File: config.mk
export PLATFORM = sky130hd
export DESIGN_NAME = dct_array_sequencer
export DESIGN_NICKNAME = d
export VERILOG_FILES = /design/src/rtl/dct_array_sequencer.sv
export SDC_FILE = /design/constraint.sdc
export NUM_CORES = 1
export LEC_CHECK = 0
export ABC_AREA = 1
export CELL_PAD_IN_SITES_DETAIL_PLACEMENT = 1
export CELL_PAD_IN_SITES_GLOBAL_PLACEMENT = 2
export CORE_MARGIN = 2
export CORE_UTILIZATION = 29
export DETAILED_ROUTE_END_ITERATION = 8
export PLACE_DENSITY = 0.8
export REMOVE_ABC_BUFFERS = 1
export SYNTH_ARGS = -nofsm -noshare
export SYNTH_HDL_FRONTEND = slang
export SYNTH_SLANG_ARGS = --single-unit
File: constraint.sdc
create_clock -name clk -period 23.9 [get_ports clk]
set_input_delay 2.39 -clock clk [delete_from_list [all_inputs] [get_ports clk]]
set_output_delay 2.39 -clock clk [all_outputs]
set_load 0.005 [all_outputs]
File: src/rtl/dct_array_sequencer.sv
// Sequencer for the 4-point 1-D DCT systolic array: captures a sample vector, drives the
// skewed north/west schedule from a Q8 coefficient ROM, waits for done and returns descaled outputs.
module dct_array_sequencer #(
  parameter int TIMEOUT = 64
) (
  input  logic               clk,
  input  logic               rst,
  input  logic               s_valid,
  output logic               s_ready,
  input  logic signed [31:0] s_x0,
  input  logic signed [31:0] s_x1,
  input  logic signed [31:0] s_x2,
  input  logic signed [31:0] s_x3,
  output logic               arr_clr,
  output logic signed [31:0] in_north0,
  output logic signed [31:0] in_west0,
  output logic signed [31:0] in_west1,
  output logic signed [31:0] in_west2,
  output logic signed [31:0] in_west3,
  input  logic signed [63:0] result0,
  input  logic signed [63:0] result1,
  input  logic signed [63:0] result2,
  input  logic signed [63:0] result3,
  input  logic               done,
  output logic               m_valid,
  input  logic               m_ready,
  output logic signed [31:0] m_y0,
  output logic signed [31:0] m_y1,
  output logic signed [31:0] m_y2,
  output logic signed [31:0] m_y3,
  output logic               m_sat,
  output logic               err_timeout
);

  localparam int CW = $clog2(TIMEOUT + 1);

  typedef enum logic [2:0] {S_IDLE, S_CLEAR, S_FEED, S_WAIT, S_OUT} state_t;

  state_t             state_q;
  logic [2:0]         k_q;
  logic [CW-1:0]      cnt_q;
  logic               s_ready_q, arr_clr_q, m_valid_q, m_sat_q, err_q;
  logic signed [31:0] north_q;
  logic signed [31:0] x_q    [4];
  logic signed [31:0] west_q [4];
  logic signed [31:0] y_q    [4];
  logic signed [63:0] res_q  [4];
  logic signed [31:0] y_d    [4];
  logic [32:0]        ds     [4];
  logic               sat_d;

  function automatic logic signed [31:0] coef(input logic [1:0] r, input logic [1:0] c);
    case ({r, c})
      4'h0, 4'h1, 4'h2, 4'h3: coef = 32'sd128;
      4'h4:                   coef = 32'sd167;
      4'h5:                   coef = 32'sd69;
      4'h6:                   coef = -32'sd69;
      4'h7:                   coef = -32'sd167;
      4'h8, 4'hb:             coef = 32'sd128;
      4'h9, 4'ha:             coef = -32'sd128;
      4'hc:                   coef = 32'sd69;
      4'hd:                   coef = -32'sd167;
      4'he:                   coef = 32'sd167;
      default:                coef = -32'sd69;
    endcase
  endfunction

  // Row r lags row 0 by r steps and consumes its coefficient row back to front.
  function automatic logic signed [31:0] feed_west(input int r, input logic [2:0] k);
    int d;
    d = int'(k) - r;
    if (d >= 0 && d <= 3) feed_west = coef(2'(r), 2'(3 - d));
    else                  feed_west = '0;
  endfunction

  // Truncating divide by 256 (bias negatives by 255), then clamp to 32 bits.
  function automatic logic [32:0] descale(input logic signed [63:0] v);
    logic signed [63:0] t;
    t = v[63] ? v + 64'sd255 : v;
    t = t >>> 8;
    if (t > 64'sd2147483647)       descale = {1'b1, 32'h7fff_ffff};
    else if (t < -64'sd2147483648) descale = {1'b1, 32'h8000_0000};
    else                           descale = {1'b0, t[31:0]};
  endfunction

  generate
    for (genvar gi = 0; gi < 4; gi++) begin : g_descale
      assign ds[gi]  = descale(res_q[gi]);
      assign y_d[gi] = signed'(ds[gi][31:0]);
    end
  endgenerate
  assign sat_d = ds[0][32] | ds[1][32] | ds[2][32] | ds[3][32];

  always_ff @(posedge clk or posedge rst) begin
    if (rst) begin
      state_q   <= S_IDLE;
      k_q       <= '0;
      cnt_q     <= '0;
      s_ready_q <= 1'b0;
      arr_clr_q <= 1'b0;
      m_valid_q <= 1'b0;
      m_sat_q   <= 1'b0;
      err_q     <= 1'b0;
      north_q   <= '0;
      for (int i = 0; i < 4; i++) begin
        x_q[i]    <= '0;
        west_q[i] <= '0;
        y_q[i]    <= '0;
        res_q[i]  <= '0;
      end
    end else begin
      arr_clr_q <= 1'b0;
      case (state_q)
        S_IDLE: begin
          s_ready_q <= 1'b1;
          if (s_valid && s_ready_q) begin
            x_q[0]    <= s_x0;
            x_q[1]    <= s_x1;
            x_q[2]    <= s_x2;
            x_q[3]    <= s_x3;
            s_ready_q <= 1'b0;
            state_q   <= S_CLEAR;
          end
        end
        S_CLEAR: begin
          arr_clr_q <= 1'b1;
          north_q   <= '0;
          for (int r = 0; r < 4; r++) west_q[r] <= '0;
          k_q       <= '0;
          state_q   <= S_FEED;
        end
        S_FEED: begin
          case (k_q)
            3'd0:    north_q <= x_q[3];
            3'd1:    north_q <= x_q[2];
            3'd2:    north_q <= x_q[1];
            3'd3:    north_q <= x_q[0];
            default: north_q <= '0;
          endcase
          for (int r = 0; r < 4; r++) west_q[r] <= feed_west(r, k_q);
          if (k_q == 3'd6) begin
            cnt_q   <= '0;
            state_q <= S_WAIT;
          end else begin
            k_q <= k_q + 3'd1;
          end
        end
        S_WAIT: begin
          north_q <= '0;
          for (int r = 0; r < 4; r++) west_q[r] <= '0;
          if (done) begin
            res_q[0] <= result0;
            res_q[1] <= result1;
            res_q[2] <= result2;
            res_q[3] <= result3;
            state_q  <= S_OUT;
          end else if (cnt_q == CW'(TIMEOUT)) begin
            err_q     <= 1'b1;
            arr_clr_q <= 1'b1;
            s_ready_q <= 1'b1;
            state_q   <= S_IDLE;
          end else begin
            cnt_q <= cnt_q + CW'(1);
          end
        end
        S_OUT: begin
          if (!m_valid_q) begin
            m_valid_q <= 1'b1;
            m_sat_q   <= sat_d;
            for (int i = 0; i < 4; i++) y_q[i] <= y_d[i];
          end else if (m_ready) begin
            m_valid_q <= 1'b0;
            s_ready_q <= 1'b1;
            state_q   <= S_IDLE;
          end
        end
        default: state_q <= S_IDLE;
      endcase
    end
  end

  assign s_ready     = s_ready_q;
  assign arr_clr     = arr_clr_q;
  assign in_north0   = north_q;
  assign in_west0    = west_q[0];
  assign in_west1    = west_q[1];
  assign in_west2    = west_q[2];
  assign in_west3    = west_q[3];
  assign m_valid     = m_valid_q;
  assign m_y0        = y_q[0];
  assign m_y1        = y_q[1];
  assign m_y2        = y_q[2];
  assign m_y3        = y_q[3];
  assign m_sat       = m_sat_q;
  assign err_timeout = err_q;

endmodule
==> key figures <==
Global routing
  • First-pass GRT wire length: 206000 um
  • GR Layer Usage met2: 38.4%
  • Global-route congestion overflow total: 0
  • Antenna violations before repair: 28
  • Via count of the first global-routing pass: 32900
  • Met3 capacity usage during global routing: 6.26%
  • Routing layer with the top usage in global route: met2
  • Grt met1 use: 29.8%
  • Overall fraction of global-route tracks in use: 23.3%
  • Pin count of the biggest net entering global routing: 175

Synthesis
  • Post-synthesis cell area: 32500 sq um
  • Biggest area consumer among synthesized cells: sky130_fd_sc_hd__dfrtp_1
  • Largest cells by area after synthesis: sky130_fd_sc_hd__dfrtp_1, sky130_fd_sc_hd__nand2_1, sky130_fd_sc_hd__nor2_1, sky130_fd_sc_hd__o21ai_0, sky130_fd_sc_hd__nand3_1
  • Cell with the most instances after synthesis: sky130_fd_sc_hd__nand2_1
  • Post-synthesis area per instance: 7.31 sq um
  • List of most frequent post-synthesis cells: sky130_fd_sc_hd__nand2_1, sky130_fd_sc_hd__dfrtp_1, sky130_fd_sc_hd__nor2_1, sky130_fd_sc_hd__inv_1, sky130_fd_sc_hd__o21ai_0
  • Area share of the leading cell type in the synthesized netlist: 44.3%
  • Sequential fraction of the synthesis area: 44.3%
  • Seq cells post-synth: 575
  • Number of different library cells in the post-synthesis netlist: 55
  • Number of enable-type register cells in the synthesized netlist: 0
  • Gate Count Post-Synth: 4439
  • Primary flip-flop cell chosen by synthesis mapping: sky130_fd_sc_hd__dfrtp_1
  • Proportion of synthesized flip-flops having asynchronous set or reset: 100%
  • Yosys synthesis warning count: 0

Pwr
  • Fraction of power consumed by the clock network: 23.8%
  • Sw Ratio: 41.1%
  • Pint: 2870 uW
  • Net switching power figure: 2000 uW
  • IR drop worst, VDD: 0.0000545 V
  • Leakage power: 0.0187 uW
  • Seq pwr share: 38.8%
  • Share of power burned in combinational logic: 37.4%
  • PD cells: 116 nW/um^2

Floorplanning
  • Floorplan die height: 339 um
  • Row count: 122
  • Core ar.: 111000 sq um
  • Starting density of the core: 29.3%
  • Chip width: 339 um
  • Die Area: 115000 sq um
  • Count of pins on the block boundary: 682

Run status
  • Result of the run: completed

Worst setup path
  • CP startpoint kind: input port
  • Most used cell along the critical path: sky130_fd_sc_hd__buf_4
  • Slowest Stage Delay on Critical Path: 0.86 ns
  • Bufs and invs on worst path: 5
  • Category of the critical setup timing path: input port to async pin
  • Crit path capture type: async pin
  • Critical Path RT: 24.56 ns
  • Critical path fanouts, max: 123
  • Largest delay contributor family on the critical path: buffers and inverters
  • Arrival time at the worst endpoint: 6.03 ns
  • Cell-by-cell trace of the critical path: clkdlybuf4s50_1, inv_8, buf_4, buf_4, buf_4
  • Critical path's slowest cell: sky130_fd_sc_hd__buf_4

Drt
  • Count of antenna-violating nets left after detailed routing: 0
  • Overall routed net length: 136000 um
  • Number of DRC markers in iteration 0: 1670
  • Total via count after detailed routing: 31200
  • Vias per cell: 4.81
  • Average routed wire per standard cell: 21.0 um
  • Post-route DRC violation count: 0
  • First-pass DRT Iterations: 5

Timing
  • Max-slew violation total from the final report: 0
  • Final setup slack of the worst path: 18.53 ns
  • Achievable Freq: 186 MHz
  • Final worst clock skew: 0.0189 ns
  • Transition time at the pin with the least slew margin: 1.07 ns
  • Final hold violations: 0
  • Final Critical Period: 5.37 ns
  • Worst slew margin relative to its limit: 28.4%
  • Post-Route Hold Slack: 0.470 ns
  • Setup tns final: 0 ns
  • Setup repair after global routing missed its margin: false
  • Part of the cycle the worst path needs: 22.5%
  • Count of endpoints failing setup in the final report: 0

Finish
  • Net count reported at finish: 5340
  • Area Overhead vs Synth: 29.3%
  • Ratio of cells with drive above 1 in the final layout: 5.03%

Clock network
  • Worst-skew pair later-pin latency: 0.67 ns
  • Setup Buffers After CTS: 0
  • Library cell used as clock root buffer: sky130_fd_sc_hd__clkbuf_16
  • Clock transition time at the flip-flop clock pins of the worst setup and hold paths: 0.05 ns
  • Clock buffers created by TritonCTS: 74
  • Post-CTS resize count: 0
  • TritonCTS clock tree: built
  • Longest Clk Path Bufs: 3
  • Sinks on the clock net: 575
  • H-tree depth: 3
  • Count of hold buffers inserted by post-cts repair: 0

Placement
  • Last weighted congestion value of the routability-driven placer: 0.918
  • Pre-CTS worst setup slack: 17.61 ns
  • HPWL after DPL: 103000 um
  • Count of buffers from port buffering: 643

Job
  • Max-capacitance violation count: 0

Worst hold path
  • Min-delay worst type: flip-flop to flip-flop
[layout by cell type (no fill, tap or decap), types with 10 or more instances in the layout]
cell type,netlist,layout
sky130_fd_sc_hd__a21oi_1,109,109
sky130_fd_sc_hd__a221oi_1,32,32
sky130_fd_sc_hd__a22o_1,20,20
sky130_fd_sc_hd__a2bb2oi_1,90,90
sky130_fd_sc_hd__and2_1,10,10
sky130_fd_sc_hd__buf_4,127,27
sky130_fd_sc_hd__clkbuf_1,120,17
sky130_fd_sc_hd__clkbuf_16,0,74
sky130_fd_sc_hd__clkbuf_8,2,11
sky130_fd_sc_hd__clkdlybuf4s50_1,0,643
sky130_fd_sc_hd__clkinv_2,0,13
sky130_fd_sc_hd__conb_1,1,38
sky130_fd_sc_hd__dfrtp_1,575,575
sky130_fd_sc_hd__ha_1,13,13
sky130_fd_sc_hd__inv_1,285,280
sky130_fd_sc_hd__nand2_1,1693,1693
sky130_fd_sc_hd__nand2_2,14,14
sky130_fd_sc_hd__nand3_1,214,214
sky130_fd_sc_hd__nand3b_1,28,28
sky130_fd_sc_hd__nand4_1,67,67
sky130_fd_sc_hd__nor2_1,473,469
sky130_fd_sc_hd__nor2_2,37,37
sky130_fd_sc_hd__nor2_4,12,16
sky130_fd_sc_hd__nor3_1,42,42
sky130_fd_sc_hd__o21a_1,28,28
sky130_fd_sc_hd__o21ai_0,231,231
sky130_fd_sc_hd__xnor2_1,45,45
sky130_fd_sc_hd__xor2_1,56,56
[worst reg2reg max path, stage by stage (launching register included)]
cell and delay (ns):
sky130_fd_sc_hd__dfrtp_1 0.82, sky130_fd_sc_hd__inv_1 0.45, sky130_fd_sc_hd__nor2_1 0.22, sky130_fd_sc_hd__nand2_1 0.07
sky130_fd_sc_hd__nor2_1 0.31, sky130_fd_sc_hd__nand2_1 0.15, sky130_fd_sc_hd__nand2_1 0.09, sky130_fd_sc_hd__nand3_1 0.07
sky130_fd_sc_hd__nor2_1 0.10, sky130_fd_sc_hd__nand2_1 0.05, sky130_fd_sc_hd__nor2_1 0.28, sky130_fd_sc_hd__nand3_1 0.12
sky130_fd_sc_hd__nand2_1 0.49, sky130_fd_sc_hd__buf_4 0.39, sky130_fd_sc_hd__nand2_1 0.16, sky130_fd_sc_hd__nor2_1 0.13
sky130_fd_sc_hd__nand3_1 0.08, sky130_fd_sc_hd__nand2_1 0.08, sky130_fd_sc_hd__nand2_1 0.06
[cells by family after synthesis]
| group | synth area share, % |
|---|---|
| adders and majority gates | 0.501 |
| other | 0.0115 |
| xor gates and xnor gates | 2.72 |
| DFF | 44.3 |
| and+or+nand+nor | 33.7 |
| buffers and inverters | 8.59 |
| muxes | 0.0308 |
| AOI/OAI and AO/OA | 10.2 |
[power groups by stage]
stage | logic (uW) | registers (uW) | clock network (uW)
final | 1820 | 1890 | 1160
after global routing | 2050 | 1950 | 1220
after CTS | 1860 | 1890 | 1190
after detailed placement | 1850 | 1890 | 0
after global placement | 1810 | 1890 | 0
after floorplan | 1070 | 1740 | 0
[layer usage]
layer  wire [um]  share of wire [%]
met1       59700                 44
met2       63700                 47
met3        8850                6.5
met4        3670                2.7
met5         265               0.19
[state kept, by name, indices dropped and copies added, names as in the netlist, 7 cells and up]
register / flops
m_y0: 32
m_y3: 32
m_y1: 32
res_q: 256
m_y2: 32
in_north0: 32
x_q: 128
cnt_q: 7
[per-stage QoR]
step | power [uW] | instance area [sq um] | cells | utilization [%]
CTS | 4930 | 42000 | 6482 | 37.9
detailed placement | 3740 | 39500 | 6350 | 35.7
global placement | 3700 | 39500 | 6350 | 35.7
global route | 5230 | 42000 | 6486 | 37.9
floorplan | 2820 | 30900 | 4191 | -
finish | 4860 | 42000 | 6489 | 37.9
[cell type report]
| type | instances | area [sq um] |
|---|---|---|
| Fill cell | 13600 | 68800 |
| Multi-Input combinational cell | 3319 | 15500 |
| Sequential cell | 575 | 14400 |
| Timing Repair Buffer | 671 | 6660 |
| Clock buffer | 102 | 2070 |
| Tap cell | 1488 | 1860 |
| Inverter | 297 | 1140 |
| Clock inverter | 30 | 395 |
| Antenna cell | 7 | 17.5 |
[path summary, 6_finish.rpt]
check	from	slack, ns	to	cells after the start
min reg2reg	x_q[111]	0.47	x_q[111]	2
max	rst	18.53	res_q[186]	5
min	x_q[111]	0.47	x_q[111]	2
min in group asynchronous	rst	2.30	x_q[123]	2
max reg2reg	res_q[255]	19.67	m_sat	18
max in group clk	done	18.81	res_q[237]	7
No activity file was read; power rests on OpenSTA's default activity.
